### config.mk
export PLATFORM = sky130hd
export DESIGN_NAME = pipeline_stall_ctrl
export DESIGN_NICKNAME = d
export VERILOG_FILES = /design/src/rtl/pipeline_stall_ctrl.sv
export SDC_FILE = /design/constraint.sdc
export NUM_CORES = 1
export LEC_CHECK = 0
export CORE_MARGIN = 5
export CORE_UTILIZATION = 33
export DETAILED_ROUTE_END_ITERATION = 10
export PLACE_DENSITY_LB_ADDON = 0.08
export SYNTH_ARGS = -nofsm -noshare
export SYNTH_HDL_FRONTEND = slang
export SYNTH_SLANG_ARGS = --single-unit
### constraint.sdc
create_clock -name clk -period 1.4 [get_ports clk]
set_input_delay 0.14 -clock clk [delete_from_list [all_inputs] [get_ports clk]]
set_output_delay 0.14 -clock clk [all_outputs]
set_load 0.01 [all_outputs]
### src/rtl/pipeline_stall_ctrl.sv
// Stall/flush sequencer for the 5-stage core: load-use, branch flush, data-memory wait,
// drain/halt and memory-timeout fault. Define PIPE_STALL_PERF_EN to build the perf counters.
module pipeline_stall_ctrl #(
  parameter int unsigned MEM_TIMEOUT  = 16,
  parameter int unsigned DRAIN_CYCLES = 3
) (
  input  logic        clk,
  input  logic        reset,
  input  logic        idex_memread,
  input  logic [4:0]  idex_rd,
  input  logic [4:0]  ifid_rs1,
  input  logic [4:0]  ifid_rs2,
  input  logic        branch_taken,
  input  logic        exmem_memreq,
  input  logic        mem_ready,
  input  logic        halt_req,
  output logic        pc_write,
  output logic        ifid_write,
  output logic        exmem_write,
  output logic        ifid_flush,
  output logic        idex_flush,
  output logic        memwb_flush,
  output logic        halted,
  output logic        mem_timeout,
  output logic [31:0] stall_cycles,
  output logic [31:0] flush_count
);

  localparam int unsigned WAIT_W  = $clog2(MEM_TIMEOUT + 1);
  localparam int unsigned DRAIN_W = (DRAIN_CYCLES > 1) ? $clog2(DRAIN_CYCLES) : 1;

  typedef enum logic [2:0] {
    S_RUN,
    S_MEMWAIT,
    S_DRAIN,
    S_HALTED,
    S_FAULT
  } state_t;

  state_t               state_q, state_d;
  logic [WAIT_W-1:0]    wait_cnt_q, wait_cnt_d;
  logic [DRAIN_W-1:0]   drain_cnt_q, drain_cnt_d;
  logic                 load_use;
  logic                 mem_stall;
  logic                 branch_flush;

  assign load_use  = idex_memread && (idex_rd != 5'd0) &&
                     ((idex_rd == ifid_rs1) || (idex_rd == ifid_rs2));
  assign mem_stall = exmem_memreq && !mem_ready;

  always_ff @(posedge clk or posedge reset) begin
    if (reset) begin
      state_q     <= S_RUN;
      wait_cnt_q  <= '0;
      drain_cnt_q <= '0;
    end else begin
      state_q     <= state_d;
      wait_cnt_q  <= wait_cnt_d;
      drain_cnt_q <= drain_cnt_d;
    end
  end

  always_comb begin
    pc_write     = 1'b1;
    ifid_write   = 1'b1;
    exmem_write  = 1'b1;
    ifid_flush   = 1'b0;
    idex_flush   = 1'b0;
    memwb_flush  = 1'b0;
    halted       = 1'b0;
    mem_timeout  = 1'b0;
    branch_flush = 1'b0;
    state_d      = state_q;
    wait_cnt_d   = wait_cnt_q;
    drain_cnt_d  = drain_cnt_q;

    case (state_q)
      S_RUN, S_MEMWAIT: begin
        if (state_q == S_MEMWAIT && !mem_ready) begin
          pc_write    = 1'b0;
          ifid_write  = 1'b0;
          exmem_write = 1'b0;
          memwb_flush = 1'b1;
          if (wait_cnt_q == WAIT_W'(MEM_TIMEOUT)) begin
            state_d = S_FAULT;
          end else begin
            wait_cnt_d = wait_cnt_q + WAIT_W'(1);
          end
        end else if (state_q == S_RUN && mem_stall) begin
          pc_write    = 1'b0;
          ifid_write  = 1'b0;
          exmem_write = 1'b0;
          memwb_flush = 1'b1;
          state_d     = S_MEMWAIT;
          wait_cnt_d  = WAIT_W'(1);
        end else begin
          // A released MEMWAIT gives exactly the RUN response, transitions included.
          state_d    = S_RUN;
          wait_cnt_d = '0;
          if (branch_taken) begin
            ifid_flush   = 1'b1;
            idex_flush   = 1'b1;
            branch_flush = 1'b1;
          end else if (load_use) begin
            pc_write   = 1'b0;
            ifid_write = 1'b0;
            idex_flush = 1'b1;
          end else if (halt_req) begin
            pc_write    = 1'b0;
            ifid_flush  = 1'b1;
            state_d     = S_DRAIN;
            drain_cnt_d = DRAIN_W'(DRAIN_CYCLES - 1);
          end
        end
      end

      S_DRAIN: begin
        if (mem_stall) begin
          pc_write    = 1'b0;
          ifid_write  = 1'b0;
          exmem_write = 1'b0;
          memwb_flush = 1'b1;
        end else begin
          pc_write   = 1'b0;
          ifid_flush = 1'b1;
          if (branch_taken) begin
            idex_flush   = 1'b1;
            branch_flush = 1'b1;
          end
          if (drain_cnt_q == '0) begin
            state_d = S_HALTED;
          end else begin
            drain_cnt_d = drain_cnt_q - DRAIN_W'(1);
          end
        end
      end

      S_HALTED: begin
        pc_write   = 1'b0;
        ifid_flush = 1'b1;
        halted     = 1'b1;
        if (!halt_req) begin
          state_d = S_RUN;
        end
      end

      S_FAULT: begin
        pc_write    = 1'b0;
        ifid_write  = 1'b0;
        exmem_write = 1'b0;
        ifid_flush  = 1'b1;
        idex_flush  = 1'b1;
        memwb_flush = 1'b1;
        mem_timeout = 1'b1;
      end

      default: begin
        state_d = S_RUN;
      end
    endcase

    // Reset is asynchronous, so the outputs must follow it without waiting for an edge.
    if (reset) begin
      pc_write     = 1'b0;
      ifid_write   = 1'b0;
      exmem_write  = 1'b0;
      ifid_flush   = 1'b1;
      idex_flush   = 1'b1;
      memwb_flush  = 1'b1;
      halted       = 1'b0;
      mem_timeout  = 1'b0;
      branch_flush = 1'b0;
    end
  end

`ifdef PIPE_STALL_PERF_EN
  logic [31:0] stall_q;
  logic [31:0] flush_q;

  always_ff @(posedge clk or posedge reset) begin
    if (reset) begin
      stall_q <= '0;
      flush_q <= '0;
    end else begin
      if (!pc_write && state_q != S_HALTED && state_q != S_FAULT && stall_q != '1) begin
        stall_q <= stall_q + 32'd1;
      end
      if (branch_flush && flush_q != '1) begin
        flush_q <= flush_q + 32'd1;
      end
    end
  end

  assign stall_cycles = stall_q;
  assign flush_count  = flush_q;
`else
  logic unused_perf;
  assign unused_perf  = branch_flush;
  assign stall_cycles = '0;
  assign flush_count  = '0;
`endif

endmodule
---- After elaboration in Yosys (flattened, before gate mapping) ----
Index checks and enable logic that the tools add are counted.
word-level totals
  flip-flop bits (word level) ............. 10
  input bits .............................. 22
  logic and storage cells ................. 104
cells by class
  add/subtract/negate cells ............... 2
  eq/ne operators ......................... 18
  mux-type cells .......................... 63
  bitwise operators ....................... 1
  reductions and logical operators ........ 17
operators with widths
  cell                   count
  $mux W1                37
  $mux W2                11
  $ne A2 B2 Y1 const B   10
  $mux W3                5
  $pmux W1 S3            5
  $pmux W3 S4            1
  $eq A5 B5 Y1           2
  $mux W5                2
  $reduce_and A8 Y1      1
  $eq A3 B2 Y1 const B   2
  $add A5 B1 Y5 const B  1
  $eq A5 B5 Y1 const B   1
  $logic_and A1 B1 Y1    5
  $reduce_and A5 Y1      1
  $reduce_bool A5 Y1     1
  $pmux W2 S2            1
  $reduce_or A2 Y1       2
  $eq A3 B1 Y1 const B   1
  $eq A3 B3 Y1 const B   1
  $logic_not A3 Y1       1
  $ne A3 B3 Y1 const B   1
  $reduce_or A3 Y1       1
  $logic_not A2 Y1       1
  $pmux W1 S2            1
  other kinds (6)        6

---- Depth between registers and ports, before layout ----
  depth in word-level cells ............... 9
  gate-level depth with buffers ........... 7

---- Worst setup path after synthesis ----
No wires, ideal clock.
  path kind ............................... reg2out
  from .................................... register state_q[1]
  to ...................................... output port ifid_write
  arrival time ............................ 1291 ps
  data required time ...................... 1260 ps
  path slack .............................. -31 ps
  stages on the path, launching flop included .. 6
  path buffers ............................ 1
  path through ............................ dfrtp_1 buf_2 nor2_1 and2_1 o21a_1 o31a_2
on the way
  word-level cells in the longest chain between the ends .. 6
  elaborated cells on any way between the ends .. 11
ends and longest elaborated chain
  element                   line    RTL
  start: declaration        40      state_t state_q, state_d;
  start signal: assignment  57      state_q <= state_d;
  $logic_not A3 Y1          77, 89
  $logic_and A1 B1 Y1       89      end else if (state_q == S_RUN && mem_stall) begin
  $mux W1                   89
  $mux W1                   79      if (state_q == S_MEMWAIT && !mem_ready) begin
  $pmux W1 S3 *             77      case (state_q)
  $mux W1 *                 163     if (reset) begin
  end: declaration          18      output logic ifid_write,
Every way passes the cells marked *; elsewhere a longest branch is shown, timed or not.

---- Final worst setup path ----
  from .................................... register state_q[0]
  to ...................................... output port ifid_flush
on the way
  word-level cells in the longest chain between the ends .. 6
  elaborated cells on any way between the ends .. 13
ends and longest elaborated chain
  element              line    RTL
  $logic_not A3 Y1     77, 89
  $logic_and A1 B1 Y1  89
  $mux W1              89
  $mux W1              79
  $pmux W1 S3 *        77
  $mux W1 *            163
  end: declaration     20      output logic ifid_flush,
Marked as above.

==> impl_results.md <==
* Vias in the first global route at ~1200
* Hold WC Path Type: input pin to asynchronous set/reset pin
* Drc violations at 0
* Ys async rst share at 1.00
* Final hold slack at 414 ps
* Total number of vias at around 1300
* Outcome: finished with violations
* Root Driver: clkbuf_8
* Cell Int Power at 1.50 mW
* Peak supply drop at approximately 490 uV
* Most frequent cells in the layout: 64 x conb_1, 38 x buf_4, 14 x dlygate4sd2_1
* Synth top area share at 0.337
* Final setup fails at 14
* Post-layout nets at 282
* PwrDens at between 1000 and 1500 nW/um2
* Design Area, Final at 2060 um2
* CTS tree: done
* Failing checks: setup timing
* CP max FO at 4
* Fin crit share at 1.19
* Clock Tree Buf Depth at 2
* Worst setup SP type: register
* Placed cells at roughly 300
* Synth-to-Final Area Change at 44.0%
* Routed wire length at about 3700 um
* Post-Syn Area at about 1400 um2
* Required @ worst endpoint at between 1000 and 1500 ps
* Vias per cell at between 4 and 5
* Cell leakage power at ~1 nW
* Yosys reg bits at 10
* H-tree depth at 1
* Largest cells by area after synthesis: buf_4 34%, dfrtp_1 18%, xnor2_1 6.1%
* MaxCap Viol Count at 0
* # clock sinks at 10
* First DRT Iteration DRCs at 56
* Mean Syn Cell Area at 7.76 um2
* F_max at roughly 0.6 GHz
* Sequential share of power at 0.182
* Final Hold Fails at 0
* NetSw at around 1.0 mW
* Most common cell after layout, fill and taps aside: conb_1
* Die Y at 75.8 um
* First-pass GRT wire length at between 5000 and 6000 um
* DR pass1 iterations at 4
* Fraction of layout cells with a size suffix above 1 at 0.365
* GR Overflow Total at 0
* Post-synthesis sequential area ratio at 0.175
* Total GRT Usage at 0.120
* Ant diodes at 0
* Setup Slack @ Placement at -948 ps
* Reg clk slew, reported paths at roughly 40 ps
* Setup Crit Path Kind: register to output pin
* Top FF cell, synth: dfrtp_1
* CP arrival at roughly 1500 ps
* Fin cells at 307
* Largest net degree at the start of global routing at 12
* Post-Syn Instances at around 180
* Clock Skews at approximately 1.3 ps
* Clock Power Share at 0.115
* Share of total power in combinational logic at 0.704
* CTS Hold Bufs at 0
* Rows at 24
* Fin crit period at between 1500 and 2000 ps
* Worst-skew pair later-pin latency at around 230 ps
* RSZ-0062 raised after global routing: true
* Core area at about 4300 um2
* GP Congestion at 0.802
* IO Pins at between 90 and 100
* HPWL after DPL at approximately 3000 um
* Die area at between 5000 and 6000 um2
* Placed cell area at about 1800 um2
* Average wire per standard cell at 12.1 um
* DRT antenna net count at 0
* Leading area contributor after synthesis: buf_4
* CP Capture Type: output pin
* Chip width at between 70 and 80 um
* TritonCTS Buffers at 3
* Syn. warnings at 0
* Switching portion of total power at 0.406
* Final setup margin at -269 ps
* Post-synth EDFFs at 0
* Initial antenna violation count at 0
* Starting Density at 0.335
* IO Port Bufs at 29
* Fin. max-slew vios at 0
* Synth cell types at between 40 and 50
* Finished Core Util at 0.482
## metrics by stage
step | power (mW) | setup TNS [ps]
floorplan | 1.37 | 0
global placement | 1.89 | -7820
detailed placement | 1.91 | -8010
CTS | 2.34 | -1950
global route | 2.73 | -2980
finish | 2.53 | -1920
## worst max-delay path, cell delays in order, from the launching register on
cell     delay, ps
dfrtp_2        430
buf_6          150
nor2_4          70
o22ai_2         80
a211o_1        220
a31o_2         220
buf_6          120
## kinds of logic (layout without fill, tap and decap cells)
| kind of cell | after synthesis | after routing | synth area share |
|---|---|---|---|
| buffers and inverters | 76 | 84 | 0.372 |
| and+or+nand+nor | 45 | 45 | 0.167 |
| AOI/OAI and AO/OA | 38 | 38 | 0.188 |
| xor gates and xnor gates | 10 | 10 | 0.0613 |
| DFF | 10 | 10 | 0.175 |
| adders and majority gates | 3 | 3 | 0.0263 |
| other | 1 | 64 | 0.00263 |
| muxes | 1 | 1 | 0.00701 |
## layer usage
layer  routed length, um  track usage  vias up
met2                2010        0.200       61
met5                   0            0        -
met3                 274       0.0145        7
met1                1370        0.156      621
met4                  63       0.0466        0
li1                    -            -      646
## state kept, by name (all words and copies together) (netlist names)
signal       cells
wait_cnt_q       5
state_q          3
drain_cnt_q      2
## synthesized netlist by cell type, types with 3 or more instances
cell and n:
nand3_1 3, nand2b_1 7, a211oi_1 3, o21ai_0 9
buf_2 5, xnor2_1 10, a21oi_1 4, inv_1 7
nor3_1 5, nor2_1 9, dfrtp_1 10, buf_4 64
ha_1 3, nand2_1 9
## area by class of cell
class	instances	area (um2)
fillers	428	2210
repair buffers	74	633
flip-flops and latches	10	254
inverters	7	26.3
clock buffers	3	41.3
multi-input cells	161	1040
well taps	52	65.1
## power by group through the flow
| stage | combinational [mW] | sequential (mW) | clock (mW) |
|---|---|---|---|
| 2_1_floorplan | 0.951 | 0.417 | 0 |
| 3_3_place_gp | 1.46 | 0.435 | 0 |
| 3_5_place_dp | 1.47 | 0.436 | 0 |
| 4_1_cts | 1.60 | 0.443 | 0.302 |
| 5_1_grt | 1.94 | 0.473 | 0.316 |
| 6_report | 1.78 | 0.459 | 0.291 |
## final timing paths
kind	depth (start not counted)	startpoint	endpoint	slack (ps)
max	6	state_q[0]$_DFFE_PP0P_	ifid_flush	-270
min	3	reset	state_q[1]$_DFFE_PP0P_	410
max reg2reg	6	state_q[1]$_DFFE_PP0P_	drain_cnt_q[0]$_DFFE_PP0P_	-130
min reg2reg	2	wait_cnt_q[2]$_DFFE_PP0P_	wait_cnt_q[2]$_DFFE_PP0P_	560
max in group asynchronous	3	reset	state_q[2]$_DFFE_PP0P_	830
min in group clk	2	wait_cnt_q[2]$_DFFE_PP0P_	wait_cnt_q[2]$_DFFE_PP0P_	560
## timing repair
item,in CTS,in global routing
setup endpoints to repair,16,17
pin swaps,27,8
resized for setup,83,24
buffers inserted,6,0
Note: power is estimated with default switching activity, not from simulation.
